$ cat src/rtl/trace_frame_pkg.sv
// Shared types and default sizing for the capture-record UART framer.
package trace_frame_pkg;

    typedef enum logic [2:0] {
        S_IDLE,
        S_LOAD,
        S_WAIT,
        S_TRD,
        S_GAP,
        S_FIN
    } state_t;

    typedef enum logic [2:0] {
        SEG_HDR,
        SEG_PT,
        SEG_KEY,
        SEG_CT,
        SEG_TRC,
        SEG_CSUM
    } seg_t;

    localparam logic [7:0] DEF_HDR_BYTE   = 8'hA5;
    localparam int         DEF_BLOCK_SIZE = 64;
    localparam int         DEF_KEY_SIZE   = 80;
    localparam int         DEF_SAMPLES    = 1024;

    localparam int PT_BYTES    = DEF_BLOCK_SIZE / 8;
    localparam int KEY_BYTES   = DEF_KEY_SIZE / 8;
    localparam int CT_BYTES    = DEF_BLOCK_SIZE / 8;
    localparam int FRAME_BYTES = 1 + PT_BYTES + KEY_BYTES + CT_BYTES + DEF_SAMPLES + 1;

endpackage

$ cat src/rtl/frame_byte_mux.sv
// Picks the outgoing byte of a register-field segment, MSB byte first.
module frame_byte_mux
    import trace_frame_pkg::*;
#(
    parameter int         BLOCK_SIZE = DEF_BLOCK_SIZE,
    parameter int         KEY_SIZE   = DEF_KEY_SIZE,
    parameter int         IDX_W      = 11,
    parameter logic [7:0] HDR_BYTE   = DEF_HDR_BYTE
) (
    input  logic [2:0]            seg,
    input  logic [IDX_W-1:0]      idx,
    input  logic [BLOCK_SIZE-1:0] pt,
    input  logic [KEY_SIZE-1:0]   key,
    input  logic [BLOCK_SIZE-1:0] ct,
    output logic [7:0]            byte_out
);
    localparam int N_PT  = BLOCK_SIZE / 8;
    localparam int N_KEY = KEY_SIZE / 8;

    always_comb begin
        byte_out = 8'h00;
        case (seg)
            SEG_HDR: byte_out = HDR_BYTE;
            SEG_PT: begin
                for (int i = 0; i < N_PT; i++)
                    if (idx == IDX_W'(i)) byte_out = pt[(N_PT-1-i)*8 +: 8];
            end
            SEG_KEY: begin
                for (int i = 0; i < N_KEY; i++)
                    if (idx == IDX_W'(i)) byte_out = key[(N_KEY-1-i)*8 +: 8];
            end
            SEG_CT: begin
                for (int i = 0; i < N_PT; i++)
                    if (idx == IDX_W'(i)) byte_out = ct[(N_PT-1-i)*8 +: 8];
            end
            default: byte_out = 8'h00;
        endcase
    end

endmodule

$ cat src/rtl/trace_frame_tx.sv
// Frames one capture record (header, pt, key, ct, trace, XOR checksum) onto uart_tx,
// followed by a programmable settle gap.
module trace_frame_tx
    import trace_frame_pkg::*;
#(
    parameter int         BLOCK_SIZE = DEF_BLOCK_SIZE,
    parameter int         KEY_SIZE   = DEF_KEY_SIZE,
    parameter int         SAMPLES    = DEF_SAMPLES,
    parameter int         ADDR_W     = 10,
    parameter logic [7:0] HDR_BYTE   = DEF_HDR_BYTE,
    parameter int         GAP_W      = 13
) (
    input  logic                  clk,
    input  logic                  c10_resetn,
    input  logic                  start,
    input  logic                  abort,
    input  logic [GAP_W-1:0]      gap_cycles,
    input  logic [BLOCK_SIZE-1:0] pt,
    input  logic [KEY_SIZE-1:0]   key,
    input  logic [BLOCK_SIZE-1:0] ct,
    output logic [ADDR_W-1:0]     rd_addr,
    output logic                  rd_en,
    input  logic [7:0]            rd_data,
    output logic                  tx_dv,
    output logic [7:0]            tx_byte,
    input  logic                  tx_done,
    output logic                  busy,
    output logic                  done,
    output logic [7:0]            checksum
);
    localparam int N_PT  = BLOCK_SIZE / 8;
    localparam int N_KEY = KEY_SIZE / 8;
    // One extra bit over the trace address so a full 2^ADDR_W trace never wraps.
    localparam int IDX_W = (ADDR_W + 1 > 8) ? ADDR_W + 1 : 8;

    state_t                state, state_nxt;
    seg_t                  seg, seg_nxt;
    logic [IDX_W-1:0]      idx, idx_nxt;
    logic                  last_in_seg;
    logic [BLOCK_SIZE-1:0] pt_q, ct_q;
    logic [KEY_SIZE-1:0]   key_q;
    logic [GAP_W-1:0]      gap_q, gap_cnt;
    logic [7:0]            csum_run;
    logic [7:0]            mux_byte;

    frame_byte_mux #(
        .BLOCK_SIZE (BLOCK_SIZE),
        .KEY_SIZE   (KEY_SIZE),
        .IDX_W      (IDX_W),
        .HDR_BYTE   (HDR_BYTE)
    ) u_mux (
        .seg      (seg),
        .idx      (idx),
        .pt       (pt_q),
        .key      (key_q),
        .ct       (ct_q),
        .byte_out (mux_byte)
    );

    always_comb begin
        last_in_seg = 1'b1;
        case (seg)
            SEG_PT, SEG_CT: last_in_seg = (idx == IDX_W'(N_PT - 1));
            SEG_KEY:        last_in_seg = (idx == IDX_W'(N_KEY - 1));
            SEG_TRC:        last_in_seg = (idx == IDX_W'(SAMPLES - 1));
            default:        last_in_seg = 1'b1;
        endcase
        seg_nxt = seg;
        idx_nxt = idx + IDX_W'(1);
        if (last_in_seg) begin
            idx_nxt = '0;
            case (seg)
                SEG_HDR: seg_nxt = SEG_PT;
                SEG_PT:  seg_nxt = SEG_KEY;
                SEG_KEY: seg_nxt = SEG_CT;
                SEG_CT:  seg_nxt = SEG_TRC;
                default: seg_nxt = SEG_CSUM;
            endcase
        end
    end

    always_ff @(posedge clk or negedge c10_resetn) begin
        if (!c10_resetn) state <= S_IDLE;
        else             state <= state_nxt;
    end

    always_comb begin
        state_nxt = state;
        if (abort) begin
            state_nxt = S_IDLE;
        end else begin
            case (state)
                S_IDLE: if (start) state_nxt = S_LOAD;
                S_LOAD: state_nxt = S_WAIT;
                S_WAIT: begin
                    if (tx_done) begin
                        if (seg == SEG_CSUM)
                            state_nxt = (gap_q == '0) ? S_FIN : S_GAP;
                        else if (seg_nxt == SEG_TRC)
                            state_nxt = S_TRD;
                        else
                            state_nxt = S_LOAD;
                    end
                end
                S_TRD:  state_nxt = S_LOAD;
                S_GAP:  if (gap_cnt == '0) state_nxt = S_FIN;
                S_FIN:  state_nxt = S_IDLE;
                default: state_nxt = S_IDLE;
            endcase
        end
    end

    always_ff @(posedge clk or negedge c10_resetn) begin
        if (!c10_resetn) begin
            pt_q     <= '0;
            key_q    <= '0;
            ct_q     <= '0;
            gap_q    <= '0;
            gap_cnt  <= '0;
            csum_run <= 8'h00;
            checksum <= 8'h00;
            tx_byte  <= 8'h00;
            tx_dv    <= 1'b0;
            seg      <= SEG_HDR;
            idx      <= '0;
        end else begin
            tx_dv <= 1'b0;
            if (!abort) begin
                case (state)
                    S_IDLE: begin
                        if (start) begin
                            pt_q     <= pt;
                            key_q    <= key;
                            ct_q     <= ct;
                            gap_q    <= gap_cycles;
                            csum_run <= 8'h00;
                            seg      <= SEG_HDR;
                            idx      <= '0;
                        end
                    end
                    S_LOAD: begin
                        tx_dv <= 1'b1;
                        // Trace bytes arrive from memory this cycle, the rest are held locally.
                        if (seg == SEG_TRC) begin
                            tx_byte <= rd_data;
                        end else if (seg == SEG_CSUM) begin
                            tx_byte  <= csum_run;
                            checksum <= csum_run;
                        end else begin
                            tx_byte <= mux_byte;
                        end
                    end
                    S_WAIT: begin
                        if (tx_done) begin
                            if (seg != SEG_HDR && seg != SEG_CSUM)
                                csum_run <= csum_run ^ tx_byte;
                            seg <= seg_nxt;
                            idx <= idx_nxt;
                            if (seg == SEG_CSUM) gap_cnt <= gap_q - GAP_W'(1);
                        end
                    end
                    S_GAP: gap_cnt <= gap_cnt - GAP_W'(1);
                    default: ;
                endcase
            end
        end
    end

    assign busy    = (state != S_IDLE) && (state != S_FIN);
    assign done    = (state == S_FIN);
    assign rd_en   = (state == S_TRD);
    assign rd_addr = rd_en ? idx[ADDR_W-1:0] : '0;

endmodule

$ cat config.mk
export PLATFORM = sky130hd
export DESIGN_NAME = trace_frame_tx
export DESIGN_NICKNAME = d
export VERILOG_FILES = /design/src/rtl/trace_frame_pkg.sv /design/src/rtl/frame_byte_mux.sv /design/src/rtl/trace_frame_tx.sv
export SDC_FILE = /design/constraint.sdc
export NUM_CORES = 1
export LEC_CHECK = 0
export ABC_AREA = 0
export BUFFER_PORTS_ARGS = -buffer_cell sky130_fd_sc_hd__buf_2
export CAP_MARGIN = 0
export CORE_ASPECT_RATIO = 1.5
export CORE_MARGIN = 5
export CORE_UTILIZATION = 49
export CTS_BUF_LIST = sky130_fd_sc_hd__clkbuf_16
export DETAILED_ROUTE_END_ITERATION = 8
export HOLD_SLACK_MARGIN = 0.08
export PLACE_DENSITY = 0.72
export SYNTH_ARGS = -nofsm -noshare
export SYNTH_HDL_FRONTEND = slang
export SYNTH_SLANG_ARGS = --single-unit
export TNS_END_PERCENT = 1
$ cat constraint.sdc
create_clock -name clk -period 4.15 [get_ports clk]
set_input_delay 0.415 -clock clk [delete_from_list [all_inputs] [get_ports clk]]
set_output_delay 0.415 -clock clk [all_outputs]
set_load 0.03 [all_outputs]
### Word-level counts from Yosys, hierarchy flattened

Index checks and enable logic that the tools add are counted.

| storage, ports and cells | value |
|---|---|
| input port bits | 234 |
| output and inout bits | 30 |
| flip-flop bits (word level) | 276 |

| cells by class | value |
|---|---|
| equal/unequal tests | 30 |
| bitwise operators | 3 |
| $add $sub $neg | 3 |
| multiplexer cells | 57 |
| reduce and logical (&&, ||, !) cells | 19 |

Operator list:

| cell | count |
|---|---|
| two-way mux 8 bit | 31 |
| == test 11 x 3 -> 1 bit, second input constant | 4 |
| two-way mux 11 bit | 3 |
| case mux 8 bit (4 select lines) | 1 |
| logical NOT 13 bit | 2 |
| two-way mux 13 bit | 2 |
| case mux 13 bit (2 select lines) | 1 |
| subtractor 13 x 1 -> 13 bit, second input constant | 2 |
| two-way mux 3 bit | 8 |
| == test 11 x 2 -> 1 bit, second input constant | 2 |
| == test 11 x 4 -> 1 bit, second input constant | 2 |
| case mux 11 bit (2 select lines) | 1 |
| case mux 8 bit (2 select lines) | 1 |
| == test 3 bit, second input constant | 5 |
| != test 3 bit, second input constant | 5 |
| case mux 3 bit (5 select lines) | 1 |
| == test 3 x 2 -> 1 bit, second input constant | 4 |
| case mux 3 bit (4 select lines) | 1 |
| AND reduction 4 bit | 3 |
| adder 11 x 1 -> 11 bit, second input constant | 1 |
| == test 11 x 1 -> 1 bit, second input constant | 1 |
| == test 11 x 10 -> 1 bit, second input constant | 1 |
| logical NOT 11 bit | 1 |
| two-way mux 10 bit | 1 |
| 16 further kinds | 28 |

### Logic depth before layout (Yosys ltp)

| depth | value |
|---|---|
| word-level depth | 14 |
| mapped depth | 11 |
| depth with buffers taken out | 9 |

### Modules after synthesis

From an unflattened synthesis, not the netlist that was laid out.

| second synthesis, totals | value |
|---|---|
| cells, all modules | 1688 |
| area total of the unflattened synthesis | 14008.4 µm² |

Modules (own cells, without submodules):

| module | times used | sequential area each (µm²) | area each (µm²) | cells each |
|---|---|---|---|---|
| trace_frame_tx | 1 | 6906.6 | 11741.3 | 1338 |
| frame_byte_mux | 1 | 0.0 | 2267.2 | 350 |

### Worst setup path before layout

Ideal clock, no wire load.

| path | value |
|---|---|
| path kind | register -> register |
| start point | reg state[0] |
| end point | reg gap_cnt[12] |
| buffers on the path | 3 |
| cell stages (with the launch flop) | 11 |
| setup slack | 1061 ps |
| required time | 4030 ps |
| library setup time | 120 ps |
| arrival | 2969 ps |
| path through | dfrtp_1 > clkbuf_1 > nor3b_1 > clkbuf_1 > clkbuf_1 > mux2i_1 > ha_1 > o21ai_0 > nand3b_1 > a221o_1 > o211a_1 |

| on the way | value |
|---|---|
| longest elaborated chain between the ends | 3 |
| elaborated cells on any way between the ends | 7 |
| classes of those cells | 4 x eq/ne; 1 x mux; 2 x reduce/logical |

RTL lines:

| what | RTL line | RTL |
|---|---|---|
| from (decl) | trace_frame_tx.sv:36 | `state_t state, state_nxt;` |
| from (signal assigned) | trace_frame_tx.sv:84 | `else state <= state_nxt;` |
| == test 3 x 2 -> 1 bit / == test 3 bit (equally long branches) | trace_frame_tx.sv:129 | `case (state)` |
| != test 2 bit (no source line) / nonzero test 2 bit (equally long branches) | n/a |  |
| AND reduction 4 bit (no source line) | n/a |  |
| to (signal assigned) | trace_frame_tx.sv:159 | `if (seg == SEG_CSUM) gap_cnt <= gap_q - GAP_W'(1);` |
| to (signal assigned) | trace_frame_tx.sv:162 | `S_GAP: gap_cnt <= gap_cnt - GAP_W'(1);` |
| to (decl) | trace_frame_tx.sv:42 | `logic [GAP_W-1:0] gap_q, gap_cnt;` |

Parallel ways exist; a longest one is shown, timed or not.
A chain may end at the register's enable or synchronous reset.

### Final worst setup path

| path | value |
|---|---|
| start point | reg idx[0] |
| end point | reg tx_byte[3] |

| on the way | value |
|---|---|
| longest elaborated chain between the ends | 14 |
| elaborated cells on any way between the ends | 39 |
| classes of those cells | 9 x eq/ne; 29 x mux; 1 x reduce/logical |

RTL lines:

| what | RTL line | RTL |
|---|---|---|
| from (decl) | trace_frame_tx.sv:38 | `logic [IDX_W-1:0] idx, idx_nxt;` |
| from (signal assigned) | trace_frame_tx.sv:158 | `idx <= idx_nxt;` |
| logical NOT 11 bit | frame_byte_mux.sv:26, frame_byte_mux.sv:30, frame_byte_mux.sv:34 |  |
| two-way mux 8 bit (10 in series) | frame_byte_mux.sv:30 | `if (idx == IDX_W'(i)) byte_out = key[(N_KEY-1-i)*8 +: 8];` |
| case mux 8 bit (4 select lines) * | frame_byte_mux.sv:22 | `case (seg)` |
| two-way mux 8 bit * | trace_frame_tx.sv:146 | `end else if (seg == SEG_CSUM) begin` |
| two-way mux 8 bit * | trace_frame_tx.sv:144 | `if (seg == SEG_TRC) begin` |
| to (signal assigned) | trace_frame_tx.sv:145 | `tx_byte <= rd_data;` |
| to (signal assigned) | trace_frame_tx.sv:147 | `tx_byte <= csum_run;` |
| to (signal assigned) | trace_frame_tx.sv:150 | `tx_byte <= mux_byte;` |
| to (decl) | trace_frame_tx.sv:25 | `output logic [7:0] tx_byte,` |

Every way passes the cells marked *; elsewhere a longest branch is shown, timed or not.

==> metrics.yaml <==
floorplanning:
  core_mm2: 0.0273
  die_w_um: 146
  die_h_um: 214
  fp-row-count: 74
  die-area_mm2: 0.0312
  ioPinCount: 264
  initial_core_util_pct: 49.7
timing:
  setup_viol: 0
  min_period_ns: 3.28
  skew_ns: 0.0157
  tightest_slew_ns: 1.00
  hold_viol: 0
  slew_headroom_pct: 32.7
  fin_setup_tns_ns: 0
  rsz0062_at_grt: "false"
  period_share_pct: 78.9
  max_freq_mhz: 305
  drv_slew: 0
power_and_ir_drop:
  ir_drop_v: 0.000377
  p_per_area_mw_per_mm2: 483
  p_leak_nw: 6.98
  power_mw: 7.75
synthesis:
  synth_cell_type_count: 77
  synth-edff-count: 0
  synth_top_cell_by_area: "dfrtp_1"
  ys.flop_type: "dfrtp_1"
  avgSynthCellArea_um2: 11.4
  synth_seq_cells: 276
  synthArstFlopShare_pct: 100
  synth.top_cell.area_share_pct: 50.8
  netlist_area_mm2: 0.0136
  synth_seq_area_share_pct: 50.8
  synthCells: 1188
  synth.net_count: 1427
  synthTopCellsByArea: "dfrtp_1 51%, mux2_2 19%, o21ai_0 2.6%, nand2_1 2.0%, clkbuf_1 1.9%"
  ys_warn_count: 0
global_route:
  grt_usage_pct: 26.5
  grt-ovfl-total: 0
  grt_pass1_vias: 11500
  grt_max_degree: 96
  grt_pass1_wl_mm: 65.5
  grt_antenna_before_repair: 0
layout:
  fillers: 2278
  n_antenna_cell: 0
  final_common_cell: "dfrtp_1"
  multi_input_area_mm2: 0.00631
  syn2layout_area_growth_pct: 18.1
  mostFrequentLayoutCells: "276 x dfrtp_1, 262 x buf_2, 227 x mux2_2"
  final_layout_size_suffix_gt1_share_pct: 40.0
  regArea_mm2: 0.00691
  fin_nets: 1659
setup_path:
  cp-start-kind: "register"
  cpLargestDelayFamily: "simple AND/OR/NAND/NOR gates"
  max_stage_delay_ns: 0.82
  crit_type: "reg2reg"
  crit_chain: "inv_1 > ha_1 > nor2b_1 > a221o_1 > a22oi_1 > o21ai_0 > o211ai_1 > and3_1 > o221ai_1"
  path_max_fanout: 22
  critical_path_arrival_ns: 3.72
  path_buf_inv: 1
  crit_slowest_cell: "nor2b_1"
  cp.required_ns: 4.59
  end_kind: "register"
routing:
  drc: 0
  vias: 10900
  wl_mm: 42.3
  firstDrtPassIters: 6
  drtIter0Drc: 856
  ant_nets: 0
  viasPerCell: 6.11
  wl_per_cell_um: 23.7
clocking:
  cts_tree: "yes"
  numCtsBuffers: 27
  clock_latency_ns: 0.54
  htree_levels: 1
  clockRootBuffer: "clkbuf_16"
  path_clk_slew_ns: 0.06
  clock_sinks: 276
  clk_path_buf_depth: 3
  post-cts-setup-buffers: 0
placement:
  port_buffers: 263
  gp_congestion: 0.967
  dp.final_hpwl_mm: 32.3
run:
  cap_violations: 0
worst_hold_path:
  hp-class: "in2reg"
outcome:
  outcome: "finished, final reports clean"
## cell usage after synthesis (10+ instances only)
| cell | instances |
|---|---|
| inv_1 | 11 |
| a221o_1 | 16 |
| and2_1 | 10 |
| xor2_1 | 11 |
| o21ai_0 | 70 |
| clkbuf_1 | 68 |
| mux2_2 | 227 |
| a21oi_1 | 48 |
| nor2b_1 | 11 |
| mux2i_1 | 12 |
| and3_1 | 17 |
| o211ai_1 | 25 |
| a22oi_1 | 22 |
| o22a_1 | 11 |
| a31oi_1 | 11 |
| nand2_1 | 73 |
| nand3_1 | 21 |
| o22ai_1 | 27 |
| dfrtp_1 | 276 |
| nor2_1 | 57 |
| nor3_1 | 18 |
## layout make-up
type	count	area share, %
Clock inverter	21	0.983
Sequential cell	276	43.0
Multi-Input combinational cell	820	39.3
Clock buffer	27	4.21
Inverter	13	0.304
Timing Repair Buffer	282	9.48
Tap cell	342	2.67
## routing by layer
layer	track usage, %	vias up	share of wire (%)
met4	13.8	0	5.9
met3	3.59	143	5.5
li1	-	4898	-
met1	31.1	5390	37
met5	0	-	0
met2	47.1	451	52
## per-stage QoR
step / instances / util [%] / hold WS [ns] / setup slack, ns / area, um2
after floorplan: 1188 / - / 0.119 / 1.06 / 13600
final: 1781 / 58.7 / 0.0987 / 0.874 / 16000
after detailed placement: 1732 / 55.7 / 0.489 / 0.918 / 15200
after global routing: 1781 / 58.7 / 0.0931 / 0.694 / 16000
after CTS: 1781 / 58.7 / 0.0816 / 0.915 / 16000
after global placement: 1732 / 55.7 / 0.484 / 0.978 / 15200
## kinds of logic after synthesis
family                     Yosys count  share of synthesized area, %
buffers and inverters               92                          2.79
AOI/OAI and AO/OA                  299                          15.1
adders and majority gates            5                         0.461
muxes                              239                          19.7
and+or+nand+nor                    265                          10.4
xor gates and xnor gates            12                         0.774
DFF                                276                          50.8
## flip-flops by register name, summed over array words and instances, names as in the netlist
| signal | cells |
|---|---|
| checksum | 8 |
| csum_run | 8 |
| ct_q | 64 |
| gap_cnt | 13 |
| gap_q | 13 |
| idx | 11 |
| key_q | 80 |
| pt_q | 64 |
| seg | 3 |
| state | 3 |
| tx_byte | 8 |
| tx_dv | 1 |
## repair_timing
item,4_1_cts,5_1_grt
resized for setup,0,0
hold buffers,1,0
endpoints found under the hold margin,91,0
## final timing paths
path                       cells after the start          end        start  slack (ns)
setup / recovery                               9   tx_byte[3]       idx[0]        0.87
hold / removal                                 3     ct_q[31]       ct[31]         0.1
setup reg to reg                               9   tx_byte[3]       idx[0]        0.87
hold reg to reg                                1  checksum[6]  checksum[6]        0.50
max in group asynchronous                      3    key_q[63]   c10_resetn        2.77
min in group asynchronous                      2     state[0]   c10_resetn        0.51
## power by group
group	internal [mW]	switching [mW]	total (mW)
combinational	0.797	0.677	1.47
sequential	3.32	0.602	3.92
clock	1.31	1.04	2.35
## worst reg2reg max path: cells and delay by family (launching register included)
kind	cells	cell delay, ns
simple gates	2	1.09
flops	1	0.43
fa+ha+maj	1	0.70
compound gates	5	0.84
buf+inv	1	0.14
Note: power is estimated with default switching activity, not from simulation.
